--- src/rtl/oflow_mem_buffer_pkg.sv ---
// Shared types and default widths for the previous-frame memory-buffer read path.
// Latency: n/a (declarations only).
// Backpressure: n/a (declarations only).
package oflow_mem_buffer_pkg;

  // Default widths: one 128-bit bbox record per line, up to 256 lines.
  localparam int BUF_DATA_WIDTH   = 128;
  localparam int BUF_ADDR_LEN     = 8;
  localparam int BUF_LINE_CNT_LEN = 9;

  // Largest pass length; one more than the highest 8-bit address.
  localparam int MAX_LINES = 256;

  typedef enum logic [2:0] {
    idle_st,
    rd_st,
    wait_st,
    hold_st,
    done_st
  } buf_rd_state_t;

endpackage

--- src/rtl/oflow_mem_buffer_fsm_read.sv ---
// Walks the previous-frame bbox memory one line per pass step and broadcasts
// each line to the similarity PEs. Latency: start_read -> first line valid in
// 3 cycles, read_new_line -> next line valid in 3 cycles. Backpressure: each
// line is held until read_new_line; start_read outside idle is dropped.
//
// Ports:
//   clk, reset_N     : clock, synchronous active-high reset
//   start_read       : one-cycle pass start from the core read FSM
//   read_new_line    : core has consumed the presented line
//   num_of_lines     : pass length, sampled on an accepted start_read (clamped to 256)
//   mem_rd_en/addr   : synchronous RAM read port, data returns on mem_rdata next cycle
//   line_data/valid/index : registered line broadcast to the PEs
//   done_read        : one-cycle end-of-pass pulse
//   busy             : high whenever the sequencer is not idle
module oflow_mem_buffer_fsm_read
  import oflow_mem_buffer_pkg::*;
#(
  parameter int DATA_WIDTH   = BUF_DATA_WIDTH,
  parameter int ADDR_LEN     = BUF_ADDR_LEN,
  parameter int LINE_CNT_LEN = BUF_LINE_CNT_LEN
) (
  input  logic                    clk,
  input  logic                    reset_N,
  input  logic                    start_read,
  input  logic                    read_new_line,
  input  logic [LINE_CNT_LEN-1:0] num_of_lines,
  output logic                    mem_rd_en,
  output logic [ADDR_LEN-1:0]     mem_addr,
  input  logic [DATA_WIDTH-1:0]   mem_rdata,
  output logic [DATA_WIDTH-1:0]   line_data,
  output logic                    line_valid,
  output logic [ADDR_LEN-1:0]     line_index,
  output logic                    done_read,
  output logic                    busy
);

  localparam logic [LINE_CNT_LEN-1:0] MAX_LINES_C = LINE_CNT_LEN'(MAX_LINES);

  buf_rd_state_t           state;
  logic [ADDR_LEN-1:0]     line_cnt;
  logic [LINE_CNT_LEN-1:0] lines_reg;

  logic [LINE_CNT_LEN-1:0] lines_clamped;
  logic [LINE_CNT_LEN-1:0] last_idx;
  logic                    is_last;
  logic [ADDR_LEN-1:0]     next_cnt;

  // Counts above the memory depth are clamped so line_cnt never wraps.
  assign lines_clamped = (num_of_lines > MAX_LINES_C) ? MAX_LINES_C : num_of_lines;
  // lines_reg is never 0 while in hold_st, so last_idx cannot underflow there.
  assign last_idx      = lines_reg - LINE_CNT_LEN'(1);
  assign is_last       = (LINE_CNT_LEN'(line_cnt) == last_idx);
  assign next_cnt      = line_cnt + ADDR_LEN'(1);

  // All outputs are registered and set on the edge that enters their state,
  // so mem_rd_en/mem_addr/done_read/busy line up exactly with the state register.
  always_ff @(posedge clk) begin
    if (reset_N) begin
      state      <= idle_st;
      line_cnt   <= '0;
      lines_reg  <= '0;
      mem_rd_en  <= 1'b0;
      mem_addr   <= '0;
      line_data  <= '0;
      line_valid <= 1'b0;
      line_index <= '0;
      done_read  <= 1'b0;
      busy       <= 1'b0;
    end else begin
      // Single-cycle outputs default low; only the entering transition raises them.
      mem_rd_en <= 1'b0;
      mem_addr  <= '0;
      done_read <= 1'b0;

      case (state)
        idle_st: begin
          if (start_read) begin
            lines_reg <= lines_clamped;
            line_cnt  <= '0;
            busy      <= 1'b1;
            if (num_of_lines == '0) begin
              state     <= done_st;
              done_read <= 1'b1;
            end else begin
              state     <= rd_st;
              mem_rd_en <= 1'b1;
              mem_addr  <= '0;
            end
          end
        end

        rd_st: begin
          state <= wait_st;
        end

        // RAM data for the address issued in rd_st is valid now.
        wait_st: begin
          line_data  <= mem_rdata;
          line_index <= line_cnt;
          line_valid <= 1'b1;
          state      <= hold_st;
        end

        // start_read is not looked at here, so a coincident pulse is dropped.
        hold_st: begin
          if (read_new_line) begin
            line_valid <= 1'b0;
            if (is_last) begin
              state     <= done_st;
              done_read <= 1'b1;
            end else begin
              line_cnt  <= next_cnt;
              state     <= rd_st;
              mem_rd_en <= 1'b1;
              mem_addr  <= next_cnt;
            end
          end
        end

        done_st: begin
          state <= idle_st;
          busy  <= 1'b0;
        end

        default: begin
          state <= idle_st;
          busy  <= 1'b0;
        end
      endcase
    end
  end

endmodule

--- config.mk ---
export PLATFORM = sky130hd
export DESIGN_NAME = oflow_mem_buffer_fsm_read
export DESIGN_NICKNAME = d
export VERILOG_FILES = /design/src/rtl/oflow_mem_buffer_pkg.sv /design/src/rtl/oflow_mem_buffer_fsm_read.sv
export SDC_FILE = /design/constraint.sdc
export NUM_CORES = 1
export LEC_CHECK = 0
export ABC_AREA = 1
export BUFFER_PORTS_ARGS = -buffer_cell sky130_fd_sc_hd__buf_4
export CORE_UTILIZATION = 45
export CTS_CLUSTER_DIAMETER = 120
export DETAILED_ROUTE_END_ITERATION = 6
export GPL_ROUTABILITY_DRIVEN = 0
export HOLD_SLACK_MARGIN = 0.1
export PLACE_DENSITY_LB_ADDON = 0.05
export SETUP_SLACK_MARGIN = 0.1
export SYNTH_ARGS = -nofsm -noshare
export SYNTH_HDL_FRONTEND = slang
export SYNTH_SLANG_ARGS = --single-unit
--- constraint.sdc ---
create_clock -name clk -period 2.6 [get_ports clk]
set_input_delay 0.26 -clock clk [delete_from_list [all_inputs] [get_ports clk]]
set_output_delay 0.26 -clock clk [all_outputs]
set_load 0.1 [all_outputs]
==> impl_metrics.json <==
{
  "status": "completed",
  "period_share": 0.752,
  "postSynthAreaPerCell_sq_um": 7.59,
  "rsz0062_at_grt": "false",
  "post_cts_buffers": 0,
  "rrSetupSlack_ns": 0.65,
  "cts.repair.resized": 0,
  "netlist_instances": 835,
  "cp.buffers_inverters": 1,
  "dieHeight_um": 121,
  "synth_cell_types": 31,
  "p_per_area_mw_per_mm2": 907,
  "finalHoldWorstSlack_ns": 0.131,
  "critPathRequiredTime_ns": 2.91,
  "fmax_ghz": 0.512,
  "ys.flop_type": "dfxtp_1",
  "grt_use_total": 0.314,
  "synth_area_sq_mm": 0.00633,
  "start_kind": "flip-flop",
  "grt_pass1_vias": 7320,
  "finalPower_uw": 9590,
  "fp.dieW_um": 121,
  "row_count": 42,
  "fin_crit_ns": 1.95,
  "largest_reg_flops": 128,
  "layout_setup_ws_ns": 0.645,
  "stdcell_count": 1423,
  "areaGrowthSynthToFinish_pct": 66.9,
  "root_buffer": "clkbuf_16",
  "cellLeakagePower_uw": 0.00510,
  "clk_path_buf_depth": 2,
  "dp_hpwl_um": 12900,
  "crit_path_frequent_cell": "nand2_1",
  "cts.sinks": 168,
  "yosysMostFrequentCell": "nor2_1",
  "hold_buffers": 131,
  "synth.area.top_cells": "dfxtp_1, nor2_1, o21ai_0",
  "cap_viol_max_count": 0,
  "dp_cells": 1258,
  "drt_iter0_markers": 529,
  "worstSkewPairLatency_ns": 0.42,
  "start_util": 0.469,
  "vias_per_cell": 5.06,
  "synthTopCellsByCount": "nor2_1, dfxtp_1, o21ai_0",
  "worst_path_max_delay_cell": "dfxtp_1",
  "drt.antenna.violating_nets": 0,
  "drv_slew": 0,
  "antenna_found_initial": 2,
  "finalSetupTns_ns": 0,
  "path_clk_slew_ns": 0.06,
  "skew_ns": 0.0103,
  "io_pins": 289,
  "dieArea_sq_mm": 0.0146,
  "wl_per_cell_um": 15.9,
  "grt_max_degree": 144,
  "layout.nets": 1375,
  "io_buffer_count": 288,
  "synth_seq_area_share": 0.531,
  "synth_nets": 978,
  "drc_errors": 0,
  "peakVddDrop_mv": 0.625,
  "worstMarginPinSlew_ns": 0.567,
  "grt_pass1_wl_um": 35700,
  "path_delay_family": "simple AND/OR/NAND/NOR gates",
  "setup_violations": 0,
  "overflow": 0,
  "worst_ep_arrival_time_ns": 2.27,
  "synth_area_leader_cell": "dfxtp_1",
  "cts-buffers-inserted": 17,
  "vias": 7196,
  "drive_gt1_frac": 0.288,
  "criticalPathCategory": "flip-flop to flip-flop",
  "cp_cell_sequence": "inv_2 -> ha_1 -> nand2_1 -> nor2_2 -> nand3_1 -> nand2_1 -> nand2_1 -> nor2_2 -> nand3_4 -> nand2_4 -> nand2_4 -> nand2_4 -> nand2_1 -> nand2_1 -> nor2_2",
  "detailedRoute.firstPassIterationCount": 5,
  "critPathMaxStageDelay_ns": 0.33,
  "yosysWarnings": 0,
  "hold_class": "input port to flip-flop",
  "synth-edff-count": 0,
  "synth-seq-cells": 168,
  "finalHoldViolations": 0,
  "synthArstFlopShare": 0,
  "coreArea_sq_mm": 0.0135,
  "cp-end-kind": "flip-flop",
  "critPathMaxFanout": 11,
  "cts_tree": "built",
  "max_slew_margin": 0.622,
  "synth_top_area_frac": 0.531,
  "preCtsSetupSlack_ns": 0.682,
  "routed_wl_um": 22600,
  "cts_max_level": 4
}
==> cell families after synthesis <==
group                    share of synthesized area
buffers and inverters                       0.0494
AND/OR/NAND/NOR                              0.265
XOR/XNOR                                    0.0124
adder cells (fa/ha/maj)                    0.00395
flip-flops                                   0.531
AO/OA/AOI/OAI                                0.138
==> path summary, 6_finish.rpt <==
check / cells after the start / from / endpoint
max: 15 / lines_reg[0]$_SDFFE_PP0P_ / line_cnt[1]$_SDFFE_PP0P_
min: 3 / num_of_lines[0] / lines_reg[0]$_SDFFE_PP0P_
max reg2reg: 15 / lines_reg[0]$_SDFFE_PP0P_ / line_cnt[1]$_SDFFE_PP0P_
min reg2reg: 2 / line_valid$_SDFFE_PP0P_ / line_valid$_SDFFE_PP0P_
==> cell type report <==
type,count,area [sq um]
Timing Repair Buffer,427,3580
Antenna cell,2,5.00
Clock inverter,12,163
Tap cell,176,220
Sequential cell,168,3360
Clock buffer,20,457
Fill cell,914,2930
Inverter,30,116
Multi-Input combinational cell,588,2660
==> worst min-delay path, stage by stage <==
cell,delay [ns]
buf_4,0.11
nand2_1,0.06
a21oi_1,0.06
==> report_power, final <==
| group | total, uW | leakage, uW | switching [uW] | internal [uW] |
|---|---|---|---|---|
| Combinational | 3830 | 0.00343 | 2920 | 909 |
| Clock | 2640 | 0.000297 | 1070 | 1580 |
| Sequential | 3110 | 0.00137 | 210 | 2900 |
==> stage by stage <==
| stage | area, sq um | utilization |
|---|---|---|
| after floorplan | 6330 | - |
| after global placement | 8640 | 0.639 |
| after detailed placement | 8640 | 0.639 |
| after CTS | 10600 | 0.782 |
| after global routing | 10600 | 0.783 |
| final | 10600 | 0.783 |
==> layer usage <==
layer	vias to the layer above	track usage	wire length [um]
met3	89	0.0769	1430
met4	0	0.187	1110
met2	301	0.555	11500
met5	-	0.0110	0
li1	3472	-	-
met1	3334	0.338	8570
==> cell usage in the layout (no fill, tap or decap), types with 5 or more instances in the layout <==
| cell type | count |
|---|---|
| xor2_1 | 7 |
| clkbuf_16 | 17 |
| a211oi_1 | 5 |
| o21ai_0 | 138 |
| nand3_1 | 18 |
| nand2_1 | 62 |
| nor2_1 | 295 |
| a21oi_1 | 19 |
| inv_1 | 23 |
| inv_2 | 5 |
| dfxtp_1 | 168 |
| nor2_2 | 9 |
| nand4_1 | 5 |
| dlygate4sd3_1 | 131 |
| buf_4 | 292 |
(Power assumes the default switching activity.)
